## config.mk

```make
export PLATFORM = sky130hd
export DESIGN_NAME = load_store_unit
export DESIGN_NICKNAME = d
export VERILOG_FILES = /design/src/rtl/lsu_pkg.sv /design/src/rtl/lsu_load_align.sv /design/src/rtl/load_store_unit.sv
export SDC_FILE = /design/constraint.sdc
export NUM_CORES = 1
export LEC_CHECK = 0
export ABC_AREA = 1
export BUFFER_PORTS_ARGS = -buffer_cell sky130_fd_sc_hd__buf_2
export CORE_MARGIN = 8
export CORE_UTILIZATION = 51
export CTS_CLUSTER_DIAMETER = 80
export DETAILED_ROUTE_END_ITERATION = 6
export GPL_ROUTABILITY_DRIVEN = 0
export PLACE_DENSITY = 0.81
export SETUP_SLACK_MARGIN = 0.02
export SYNTH_ARGS = -nofsm -noshare
export SYNTH_HDL_FRONTEND = slang
export SYNTH_SLANG_ARGS = --single-unit
```

## constraint.sdc

```tcl
create_clock -name iClk -period 1.7 [get_ports iClk]
set_input_delay 0.34 -clock iClk [delete_from_list [all_inputs] [get_ports iClk]]
set_output_delay 0.34 -clock iClk [all_outputs]
set_load 0.05 [all_outputs]
```

## src/rtl/lsu_pkg.sv

```systemverilog
// -----------------------------------------------------------------------------
// lsu_pkg
// Shared types and constants for the load/store unit:
//   - lsu_state_e : FSM states of load_store_unit
//   - lsu_size_e  : access size after decode
//   - lsu_op_t    : decoded request (active / store / size / unsigned)
//   - BE_*        : unshifted byte-enable patterns
//   - BHW_* / BH_*: bit positions inside the one-hot type vectors
//                   ({byte, half, word} and {ubyte, uhalf})
//   - lsu_decode / lsu_be_base / lsu_is_misaligned : helper functions
// -----------------------------------------------------------------------------
package lsu_pkg;

    typedef enum logic [2:0] {
        IDLE  = 3'd0,
        REQ   = 3'd1,
        WAIT  = 3'd2,
        REQ2  = 3'd3,
        WAIT2 = 3'd4,
        WB    = 3'd5,
        ERR   = 3'd6
    } lsu_state_e;

    typedef enum logic [1:0] {
        SIZE_BYTE = 2'd0,
        SIZE_HALF = 2'd1,
        SIZE_WORD = 2'd2
    } lsu_size_e;

    typedef struct packed {
        logic      active;       // at least one type bit was set
        logic      is_store;
        lsu_size_e size;
        logic      is_unsigned;
    } lsu_op_t;

    localparam logic [3:0] BE_BYTE = 4'b0001;
    localparam logic [3:0] BE_HALF = 4'b0011;
    localparam logic [3:0] BE_WORD = 4'b1111;

    // {byte, half, word}: byte is the MSB of the 3-bit vector
    localparam int BHW_B = 2;
    localparam int BHW_H = 1;
    localparam int BHW_W = 0;
    // {ubyte, uhalf}
    localparam int BH_B  = 1;
    localparam int BH_H  = 0;

    // Priority: store W > H > B > load W > H > ubyte > uhalf.
    function automatic lsu_op_t lsu_decode(input logic [2:0] store_bhw,
                                           input logic [2:0] load_bhw,
                                           input logic [1:0] uload_bh);
        lsu_op_t op;
        op.active      = 1'b1;
        op.is_store    = 1'b0;
        op.size        = SIZE_WORD;
        op.is_unsigned = 1'b0;
        if (store_bhw[BHW_W]) begin
            op.is_store = 1'b1;
            op.size     = SIZE_WORD;
        end else if (store_bhw[BHW_H]) begin
            op.is_store = 1'b1;
            op.size     = SIZE_HALF;
        end else if (store_bhw[BHW_B]) begin
            op.is_store = 1'b1;
            op.size     = SIZE_BYTE;
        end else if (load_bhw[BHW_W]) begin
            op.size = SIZE_WORD;
        end else if (load_bhw[BHW_H]) begin
            op.size = SIZE_HALF;
        end else if (load_bhw[BHW_B]) begin
            op.size = SIZE_BYTE;
        end else if (uload_bh[BH_B]) begin
            op.size        = SIZE_BYTE;
            op.is_unsigned = 1'b1;
        end else if (uload_bh[BH_H]) begin
            op.size        = SIZE_HALF;
            op.is_unsigned = 1'b1;
        end else begin
            op.active = 1'b0;
        end
        return op;
    endfunction

    function automatic logic [3:0] lsu_be_base(input lsu_size_e size);
        case (size)
            SIZE_BYTE: return BE_BYTE;
            SIZE_HALF: return BE_HALF;
            default:   return BE_WORD;
        endcase
    endfunction

    function automatic logic lsu_is_misaligned(input lsu_size_e size,
                                               input logic [1:0] offset);
        case (size)
            SIZE_HALF: return offset[0];
            SIZE_WORD: return |offset;
            default:   return 1'b0;
        endcase
    endfunction

endpackage

```

## src/rtl/lsu_load_align.sv

```systemverilog
// -----------------------------------------------------------------------------
// lsu_load_align
// Purely combinational load data alignment: shifts the memory word right by
// 8*offset and sign- or zero-extends from bit 7 (byte) or bit 15 (half).
// The split path feeds an already merged word with offset 0.
// Ports:
//   rdata_i     : raw (or merged) read word
//   offset_i    : byte offset inside the word
//   size_i      : access size
//   unsigned_i  : 1 = zero-extend, 0 = sign-extend
//   result_o    : extended load result
// -----------------------------------------------------------------------------
module lsu_load_align
    import lsu_pkg::*;
(
    input  logic [31:0] rdata_i,
    input  logic [1:0]  offset_i,
    input  lsu_size_e   size_i,
    input  logic        unsigned_i,
    output logic [31:0] result_o
);

    logic [31:0] shifted;

    always_comb begin
        // NOTE: every output of a combinational block gets a default first;
        // a path that leaves it unassigned would infer a latch.
        shifted  = rdata_i >> {offset_i, 3'b000};
        result_o = shifted;
        case (size_i)
            SIZE_BYTE: result_o = {{24{~unsigned_i & shifted[7]}},  shifted[7:0]};
            SIZE_HALF: result_o = {{16{~unsigned_i & shifted[15]}}, shifted[15:0]};
            default:   result_o = shifted;
        endcase
    end

endmodule

```

## src/rtl/load_store_unit.sv

```systemverilog
// -----------------------------------------------------------------------------
// load_store_unit
// Memory-access stage: accepts one load or store per request, drives the
// data-memory bus (byte enables, lane-replicated store data) and returns a
// registered, aligned and extended load write-back.
//
// Configuration macro: LSU_MISALIGNED_SPLIT_EN
//   defined   : misaligned accesses are split into two aligned beats
//               (REQ/WAIT then REQ2/WAIT2); oMisaligned tied to 0.
//   undefined : misaligned accepts go to ERR, pulse oMisaligned for one
//               cycle, no bus request, no write-back.
//
// Ports:
//   iClk, iRstN                   clock, async active-low reset
//   iValid / oReady               request handshake (oReady only in IDLE)
//   iLoadTypeBHW, iULoadTypeBH,
//   iStoreTypeBHW                 one-hot access type vectors
//   iAddr, iStoreData, iRdAddr    address, store data, load destination
//   oMemReq..oMemWdata, iMemGnt   bus request, held until grant
//   iMemRvalid, iMemRdata         read response
//   oWbValid, oWbData, oWbRdAddr  registered write-back
//   oMisaligned                   one-cycle misaligned pulse
// -----------------------------------------------------------------------------
module load_store_unit
    import lsu_pkg::*;
#(
    parameter int ADDR_W = 32,
    parameter int DATA_W = 32   // only 32 supported
) (
    input  logic              iClk,
    input  logic              iRstN,
    input  logic              iValid,
    output logic              oReady,
    input  logic [2:0]        iLoadTypeBHW,
    input  logic [1:0]        iULoadTypeBH,
    input  logic [2:0]        iStoreTypeBHW,
    input  logic [ADDR_W-1:0] iAddr,
    input  logic [DATA_W-1:0] iStoreData,
    input  logic [4:0]        iRdAddr,
    output logic              oMemReq,
    output logic              oMemWe,
    output logic [ADDR_W-1:0] oMemAddr,
    output logic [3:0]        oMemBe,
    output logic [DATA_W-1:0] oMemWdata,
    input  logic              iMemGnt,
    input  logic              iMemRvalid,
    input  logic [DATA_W-1:0] iMemRdata,
    output logic              oWbValid,
    output logic [DATA_W-1:0] oWbData,
    output logic [4:0]        oWbRdAddr,
    output logic              oMisaligned
);

    // ------------------------------------------------------------------
    // Request decode
    // ------------------------------------------------------------------
    lsu_state_e  state_q, state_d;
    lsu_op_t     req_op;
    logic [1:0]  req_off;
    logic        req_mis;
    logic        accept;
    logic        start;
    logic [3:0]  be_first;
    logic [DATA_W-1:0] lanes;
    logic [DATA_W-1:0] wdata_new;

    assign req_op  = lsu_decode(iStoreTypeBHW, iLoadTypeBHW, iULoadTypeBH);
    assign req_off = iAddr[1:0];
    assign req_mis = lsu_is_misaligned(req_op.size, req_off);
    assign accept  = iValid & oReady;

    always_comb begin
        lanes = iStoreData;
        case (req_op.size)
            SIZE_BYTE: lanes = {4{iStoreData[7:0]}};
            SIZE_HALF: lanes = {2{iStoreData[15:0]}};
            default:   lanes = iStoreData;
        endcase
    end

`ifdef LSU_MISALIGNED_SPLIT_EN
    logic [7:0]          be_wide;
    logic [3:0]          be_second;
    logic [2*DATA_W-1:0] lanes_rot;

    // Low nibble goes out on the first beat, high nibble on the second.
    assign be_wide   = {4'b0000, lsu_be_base(req_op.size)} << req_off;
    assign be_first  = be_wide[3:0];
    assign be_second = be_wide[7:4];
    // Rotating left by the offset puts each byte on its own lane for both
    // beats; for aligned accesses this leaves the replicated pattern intact.
    assign lanes_rot = {lanes, lanes} << {req_off, 3'b000};
    assign wdata_new = lanes_rot[2*DATA_W-1:DATA_W];
    assign start     = accept & req_op.active;
`else
    assign be_first  = lsu_be_base(req_op.size) << req_off;
    assign wdata_new = lanes;
    assign start     = accept & req_op.active & ~req_mis;
`endif

    // ------------------------------------------------------------------
    // Transaction registers
    // ------------------------------------------------------------------
    logic              is_store_q;
    lsu_size_e         size_q;
    logic              uns_q;
    logic [1:0]        off_q;
    logic [ADDR_W-1:0] addr_q;
    logic [3:0]        be_q;
    logic [DATA_W-1:0] wdata_q;
    logic [4:0]        rd_q;
    logic [DATA_W-1:0] wb_data_q;
    logic [4:0]        wb_rd_q;
    logic              wb_load;
    logic [DATA_W-1:0] align_rdata;
    logic [1:0]        align_off;
    logic [DATA_W-1:0] align_result;
`ifdef LSU_MISALIGNED_SPLIT_EN
    logic              split_q;
    logic [3:0]        be2_q;
    logic [DATA_W-1:0] rdata0_q;
    logic [2*DATA_W-1:0] merged;
`endif

    // ------------------------------------------------------------------
    // Next-state logic
    // ------------------------------------------------------------------
    always_comb begin
        state_d = state_q;
        case (state_q)
            IDLE: begin
                if (accept && req_op.active) begin
`ifdef LSU_MISALIGNED_SPLIT_EN
                    state_d = REQ;
`else
                    state_d = req_mis ? ERR : REQ;
`endif
                end
            end
            REQ: begin
                if (iMemGnt) begin
`ifdef LSU_MISALIGNED_SPLIT_EN
                    if (is_store_q) state_d = split_q ? REQ2 : IDLE;
                    else            state_d = WAIT;
`else
                    state_d = is_store_q ? IDLE : WAIT;
`endif
                end
            end
            WAIT: begin
                if (iMemRvalid) begin
`ifdef LSU_MISALIGNED_SPLIT_EN
                    state_d = split_q ? REQ2 : WB;
`else
                    state_d = WB;
`endif
                end
            end
`ifdef LSU_MISALIGNED_SPLIT_EN
            REQ2: begin
                if (iMemGnt) state_d = is_store_q ? IDLE : WAIT2;
            end
            WAIT2: begin
                if (iMemRvalid) state_d = WB;
            end
`endif
            WB:      state_d = IDLE;
            ERR:     state_d = IDLE;
            default: state_d = IDLE;
        endcase
    end

    // ------------------------------------------------------------------
    // Load alignment (shared by single-beat and merged paths)
    // ------------------------------------------------------------------
`ifdef LSU_MISALIGNED_SPLIT_EN
    // Second beat supplies the upper bytes; shift the 64-bit pair so the
    // accessed bytes land at bit 0, then extend with offset 0.
    assign merged = {iMemRdata, rdata0_q} >> {off_q, 3'b000};

    always_comb begin
        align_rdata = iMemRdata;
        align_off   = off_q;
        if (state_q == WAIT2) begin
            align_rdata = merged[DATA_W-1:0];
            align_off   = 2'b00;
        end
    end

    assign wb_load = iMemRvalid &
                     (((state_q == WAIT) & ~split_q) | (state_q == WAIT2));
`else
    assign align_rdata = iMemRdata;
    assign align_off   = off_q;
    assign wb_load     = iMemRvalid & (state_q == WAIT);
`endif

    lsu_load_align u_align (
        .rdata_i    (align_rdata),
        .offset_i   (align_off),
        .size_i     (size_q),
        .unsigned_i (uns_q),
        .result_o   (align_result)
    );

    // ------------------------------------------------------------------
    // Sequential state
    // ------------------------------------------------------------------
    always_ff @(posedge iClk or negedge iRstN) begin
        if (!iRstN) begin
            state_q <= IDLE;
        end else begin
            // NOTE: sequential state uses non-blocking assignment so every
            // register samples pre-edge values regardless of block order.
            state_q <= state_d;
        end
    end

    always_ff @(posedge iClk or negedge iRstN) begin
        if (!iRstN) begin
            is_store_q <= 1'b0;
            size_q     <= SIZE_BYTE;
            uns_q      <= 1'b0;
            off_q      <= 2'b00;
            addr_q     <= '0;
            be_q       <= 4'b0000;
            wdata_q    <= '0;
            rd_q       <= 5'd0;
            wb_data_q  <= '0;
            wb_rd_q    <= 5'd0;
`ifdef LSU_MISALIGNED_SPLIT_EN
            split_q    <= 1'b0;
            be2_q      <= 4'b0000;
            rdata0_q   <= '0;
`endif
        end else begin
            if (start) begin
                is_store_q <= req_op.is_store;
                size_q     <= req_op.size;
                uns_q      <= req_op.is_unsigned;
                off_q      <= req_off;
                addr_q     <= {iAddr[ADDR_W-1:2], 2'b00};
                be_q       <= be_first;
                wdata_q    <= wdata_new;
                rd_q       <= iRdAddr;
`ifdef LSU_MISALIGNED_SPLIT_EN
                split_q    <= req_mis;
                be2_q      <= be_second;
`endif
            end
            if (wb_load) begin
                wb_data_q <= align_result;
                wb_rd_q   <= rd_q;
            end
`ifdef LSU_MISALIGNED_SPLIT_EN
            if ((state_q == WAIT) && iMemRvalid) begin
                rdata0_q <= iMemRdata;
            end
`endif
        end
    end

    // ------------------------------------------------------------------
    // Outputs: bus signals are driven only while a request is pending
    // ------------------------------------------------------------------
    always_comb begin
        oMemReq   = 1'b0;
        oMemWe    = 1'b0;
        oMemAddr  = '0;
        oMemBe    = 4'b0000;
        oMemWdata = '0;
        if (state_q == REQ) begin
            oMemReq   = 1'b1;
            oMemWe    = is_store_q;
            oMemAddr  = addr_q;
            oMemBe    = be_q;
            oMemWdata = wdata_q;
        end
`ifdef LSU_MISALIGNED_SPLIT_EN
        else if (state_q == REQ2) begin
            oMemReq   = 1'b1;
            oMemWe    = is_store_q;
            oMemAddr  = addr_q + ADDR_W'(4);   // wraps modulo 2^ADDR_W
            oMemBe    = be2_q;
            oMemWdata = wdata_q;
        end
`endif
    end

    assign oReady    = (state_q == IDLE);
    assign oWbValid  = (state_q == WB);
    assign oWbData   = wb_data_q;
    assign oWbRdAddr = wb_rd_q;
`ifdef LSU_MISALIGNED_SPLIT_EN
    assign oMisaligned = 1'b0;
`else
    assign oMisaligned = (state_q == ERR);
`endif

endmodule

```

==> results of run 1 <==
==> routing by layer <==
metal  global-route usage, %  vias to the layer above
met3                    9.15                      141
met4                    13.9                        6
met2                    42.3                      560
met5                       0                        -
li1                        -                     3295
met1                    28.2                     3543
==> report_power, final <==
group / switching (uW) / internal (uW)
logic: 9340 / 4760
registers: 870 / 4120
clock network: 1300 / 2600
==> final cells by class <==
type / instances / share of cell area (%)
inverters: 143 / 5.71
well taps: 172 / 2.09
clock buffers: 23 / 4.74
repair inverters: 4 / 0.583
repair buffers: 286 / 24.8
flip-flops and latches: 117 / 28.4
multi-input cells: 616 / 32.2
clock inverters: 9 / 1.43
diodes: 1 / 0.0243
==> tightest hold or removal path: stages <==
cell and delay, ns:
buf_2 0.07, nand2_1 0.04, nand2_1 0.05
==> registers in the layout (all words and copies together) (netlist names) <==
register / flops
oWbRdAddr: 5
rd_q: 5
align_off: 2
state_q: 3
is_store_q: 1
size_q: 2
oWbData: 32
wdata_q: 32
be_q: 4
uns_q: 1
addr_q: 30
==> cell families (layout without fill, tap and decap cells) <==
logic type,Yosys count,in the layout,share of synthesized area (%)
flops,117,117,45.8
simple gates,532,532,34.4
other cells,1,3,0.0587
fa+ha+maj,3,3,0.587
compound gates,79,79,6.25
buf+inv,191,465,12.9
==> through the flow <==
stage               cells  cell area (um^2)  power (uW)  hold slack, ns
floorplan             924              7060       13600          0.0444
global placement     1304              8430       15900           0.404
detailed placement   1304              8430       16100           0.405
CTS                  1342              9600       21100           0.110
global route         1371             10300       24000           0.119
finish               1371             10300       23000           0.126
==> what timing repair did <==
action / 4_1_cts / 5_1_grt
pin swaps: 2 / 7
setup buffers: 6 / 10
gates resized for setup: 154 / 60
hold buffers: 1 / 0
endpoints found under the hold margin: 77 / 0
endpoints found under the setup margin: 72 / 142
gates cloned: 0 / 20
==> placed cells by master (no fill, tap or decap), drive strengths merged, types with 2 or more instances in the layout <==
cell,count
nand2,320
buf,274
inv,143
nor2,120
dfrtp,117
nand3,63
o21ai,52
clkbuf,34
a21oi,25
or2,23
clkinv,8
bufinv,4
nor3,3
ha,3
nand3b,2
conb,2
==> worst min-delay path by stage <==
stage / slack, ns / start / end
2_1_floorplan: 0.04 / iRstN / addr_q[10]
3_3_place_gp: 0.40 / iRstN / oWbData[14]
3_5_place_dp: 0.41 / iRstN / oWbData[4]
4_1_cts: 0.11 / iAddr[4] / addr_q[4]
5_1_grt: 0.12 / iAddr[21] / addr_q[21]
6_report: 0.13 / iAddr[8] / addr_q[8]
==> impl_metrics.toml, run 1 <==
[timing]
skew_ns = 0.00938
drv_slew = 0
worst_pin_slew_ns = 0.550
slew_headroom_pct = 63.3
period_share_pct = 129
fin_crit_ns = 2.19
max_freq_mhz = 457
setup_viol = 148
worst_slack_ns = -0.487
setup_tns_ns = -39.42
finalHoldViolations = 0
rsz0062_at_grt = "true"

[power_and_ir_drop]
p_per_area_nw_per_um2 = 2230
max-vdd-ir-drop_uv = 1570
total_leakage_power_uw = 0.00547

[global_route]
groute.usage.overall_pct = 25.6
grt_pass1_vias = 6845
grt-ovfl-total = 0
grt_max_degree = 78
antenna_found_initial = 4
grt_pass1_wl_um = 32900

[critical_path]
required_ns = 1.36
cp-start-kind = "flip-flop"
crit_chain = "inv_2 -> nor3_4 -> inv_6 -> buf_12 -> nor2_4 -> buf_6"
worstPathBufferInverterCount = 4
cpPeakStageDelay_ns = 0.41
ff2ff_setup_slack_ns = -0.23
crit_fanout = 11
startpoint = "state_q[0]"
crit_family = "buffers and inverters"
cp.depth = 6
crit_slowest_cell = "dfrtp_1"
reg2reg_from = "state_q[1]"
critical_path_class = "reg2out"
crit_arrival_ns = 1.85
crit_path_end = "oMemWdata[9]"
reg2reg_depth = 11
r2r_end = "wdata_q[11]"
end_kind = "output pin"

[detailed_routing]
drtAntennaViolNets = 0
routed_wl_um = 27100
drtIter0Drc = 746
top_layer = "met5"
via_per_inst = 5.50
firstDrtPassIters = 5
wl_met3_um = 2970
wl_met2_um = 13300
drc = 0
via_count = 7545
wl_met1_um = 9280
post_drt_wl_per_cell_um = 19.8

[yosys]
seq_area_frac_synth_pct = 45.8
synth_most_common_cell = "nand2_1"
ys_seq_elements = 117
synth_top_flop_cell = "dfrtp_1"
yosysTopAreaCellShare_pct = 45.8
synthCells = 923
synth.distinct_cells = 25
avgSynthCellArea_um2 = 6.92
synthArstFlopShare_pct = 100
ys_warn_count = 0
yosys.area.top_type = "dfrtp_1"
yosys-top-cells-count = "nand2_1, inv_1, dfrtp_1, nor2_1, nand3_1"
syn_area_um2 = 6390
synth_edf_count = 0
synthTopCellsByArea = "dfrtp_1, nand2_1, inv_1, nor2_1, nand3_1"

[floorplanning]
start_util_pct = 51.5
fp.dieW_um = 128
pin_count = 224
core_area_um2 = 12400
dieHeight_um = 128
rows = 41
die_area_um2 = 16400

[layout]
utilization_pct = 82.9
area_delta_synth_final_pct = 61.1
nets = 1302
num-fill-cells = 676
layout-drive-gt1-share_pct = 38.3
ff_latch_area_um2 = 2930
multi_input_area_um2 = 3310

[clock_network]
cts_buffers = 17
clockBufferDepth = 2
cts-htree-levels = 4
cts_tree = "built"
cts_root_buf = "clkbuf_16"
insertion_delay_ns = 0.42
clkTransAtPathRegs_ns = 0.05
clock_sinks = 117

[worst_hold_path]
hold_class = "in2reg"
min_path_cells = 3

[run_status]
violations = "negative setup slack"
status = "finished with violations"

[place]
dpl.hpwl_um = 14300
port_buffers = 221
post-place-ws_ns = -0.393

[job]
cap_violations = 0
No activity file was read; power rests on OpenSTA's default activity.
==> run 2: changes to the inputs <==
ABC_AREA = not set   (was 1)
CORE_UTILIZATION = 50   (was 51)
==> impl_metrics.toml, run 2 <==
[floorplanning]
start_util_pct = 50.8
dieHeight_um = 126
fp.dieW_um = 126
core_area_um2 = 11900
die_area_um2 = 15800
rows = 40
pin_count = 224

[clock_network]
cts-htree-levels = 4
cts_tree = "built"
clockBufferDepth = 2
insertion_delay_ns = 0.41
cts_root_buf = "clkbuf_16"
cts_buffers = 17
clkTransAtPathRegs_ns = 0.06
clock_sinks = 117

[global_route]
grt_pass1_wl_um = 34600
grt_max_degree = 55
groute.usage.overall_pct = 27.7
antenna_found_initial = 1
grt-ovfl-total = 0
grt_pass1_vias = 6342

[yosys]
synth_edf_count = 0
ys_warn_count = 0
synth.distinct_cells = 47
synth_top_flop_cell = "dfrtp_1"
syn_area_um2 = 6020
avgSynthCellArea_um2 = 10.6
synthArstFlopShare_pct = 100
synthCells = 566
synth_most_common_cell = "dfrtp_1"
yosys.area.top_type = "dfrtp_1"
synthTopCellsByArea = "dfrtp_1, mux2_2, and2_1, mux2_1, nand2_1"
yosys-top-cells-count = "dfrtp_1, and2_1, nand2_1"
ys_seq_elements = 117
seq_area_frac_synth_pct = 48.6
yosysTopAreaCellShare_pct = 48.6

[power_and_ir_drop]
power_uw = 26100
switchingPower_uw = 11600
combPwrFrac_pct = 66.6
p_per_area_nw_per_um2 = 2530
seqPwrFrac_pct = 20.0
max-vdd-ir-drop_uv = 1670
p_sw_share_pct = 44.4
p_int_uw = 14500
p_clk_share_pct = 13.4
total_leakage_power_uw = 0.00512

[critical_path]
critical_path_class = "in2reg"
required_ns = 1.99
crit_arrival_ns = 2.67
crit_fanout = 8
cp-start-kind = "primary input"
end_kind = "flip-flop"

[worst_hold_path]
hold_class = "in2reg"

[timing]
fin_crit_ns = 2.38
drv_slew = 0
finalHoldViolations = 0
slew_headroom_pct = 59.0
skew_ns = 0.0109
setup_viol = 155
worst_pin_slew_ns = 0.614
period_share_pct = 140
setup_tns_ns = -75.53
rsz0062_at_grt = "true"
timing.hold.ws_ns = 0.162
max_freq_mhz = 420
worst_slack_ns = -0.683

[detailed_routing]
via_per_inst = 5.97
via_count = 6062
firstDrtPassIters = 5
drc = 0
post_drt_wl_per_cell_um = 26.0
drtIter0Drc = 481
drtAntennaViolNets = 0
routed_wl_um = 26500

[layout]
num-fill-cells = 516
area_delta_synth_final_pct = 71.4
multi_input_area_um2 = 3580
layout-drive-gt1-share_pct = 63.1
layout_commonest_cell = "buf_2"
ff_latch_area_um2 = 2930
layout_common_cells = "buf_2, dfrtp_1, buf_8"
design_area_um2 = 10300
nets = 972

[place]
dpl.hpwl_um = 13300
placed_area_um2 = 7760
post-place-ws_ns = -0.857
port_buffers = 221

[run_status]
status = "finished with violations"
violations = "negative setup slack"

[job]
cap_violations = 0
==> run 2: changes by cell type after synthesis, moves of 10 or more <==
cell      previous run  this run
nand3_1             59        32
clkbuf_1            10        20
mux2i_1              0        19
and2_1               0        74
o21ai_0             52        18
nor2_1             117        31
mux2_2               0        56
mux2_1               0        37
or2_2               22         1
nand2_1            320        61
inv_1              135         4
==> run 2: cell type report <==
class / instances / share of cell area (%)
clock inverters: 8 / 0.703
flip-flops and latches: 117 / 28.4
well taps: 147 / 1.78
clock buffers: 24 / 4.86
diodes: 1 / 0.0243
repair buffers: 309 / 29.4
inverters: 4 / 0.146
multi-input cells: 406 / 34.7
==> run 2: final timing paths <==
kind / start / end / slack [ns] / cells past startpoint
worst min-delay path: iAddr[25] / addr_q[25] / 0.16 / 2
worst min register to register: oWbRdAddr[2] / oWbRdAddr[2] / 0.48 / 2
worst max-delay path: iULoadTypeBH[1] / wdata_q[27] / -0.68 / 13
worst max register to register: state_q[1] / wdata_q[27] / -0.40 / 8
max in group asynchronous: iRstN / wdata_q[9] / 0.78 / 3
min in group asynchronous: iRstN / oWbData[10] / 0.35 / 2
==> run 2: cells by family (layout without fill, tap and decap cells) <==
kind of cell,count (synthesis),count (layout),share of synthesized area (%)
flip-flops,117,117,48.6
multiplexers,113,113,20.9
other,1,3,0.0623
AND/OR/NAND/NOR,221,222,19.2
AO/OA/AOI/OAI,66,66,6.94
adder cells (fa/ha/maj),3,3,0.624
buffers and inverters,45,345,3.66
==> run 2: stage by stage <==
| stage | utilization [%] | cells |
|---|---|---|
| 2_1_floorplan | - | 567 |
| 3_3_place_gp | 65.4 | 939 |
| 3_5_place_dp | 65.4 | 939 |
| 4_1_cts | 80.9 | 1002 |
| 5_1_grt | 87.0 | 1016 |
| 6_report | 87.0 | 1016 |
==> run 2: power by group through the flow <==
stage,clock network (uW),registers (uW),logic (uW)
floorplan,0,6070,7310
finish,3500,5200,17400
CTS,3470,4930,14800
global route,3630,5280,17900
detailed placement,0,4950,11100
global placement,0,4870,10900
==> run 2: metal layers <==
layer	part of all wire (%)	wire (um)	GRT usage [%]
met3	8.0	2120	8.31
met2	50	13300	47.6
met4	5.8	1530	14.9
met5	0	0	0
met1	36	9530	30.3
==> run 2: what timing repair did <==
item	in CTS	in global routing
endpoints found under the setup margin	153	175
buffers inserted	21	12
hold endpoints to repair	15	0
pin swaps	7	41
resized for setup	240	187
hold buffers	1	0
gates cloned	10	12
==> run 2: worst max-delay path, cell delays in order <==
cell and delay, ns:
buf_8 0.11, nor2_4 0.12, a21oi_2 0.09, o41ai_4 0.32
inv_1 0.16, ha_1 0.27, nand2_4 0.09, o21ai_4 0.06
a211oi_4 0.24, buf_6 0.17, clkbuf_16 0.18, clkbuf_16 0.17
mux2_4 0.34
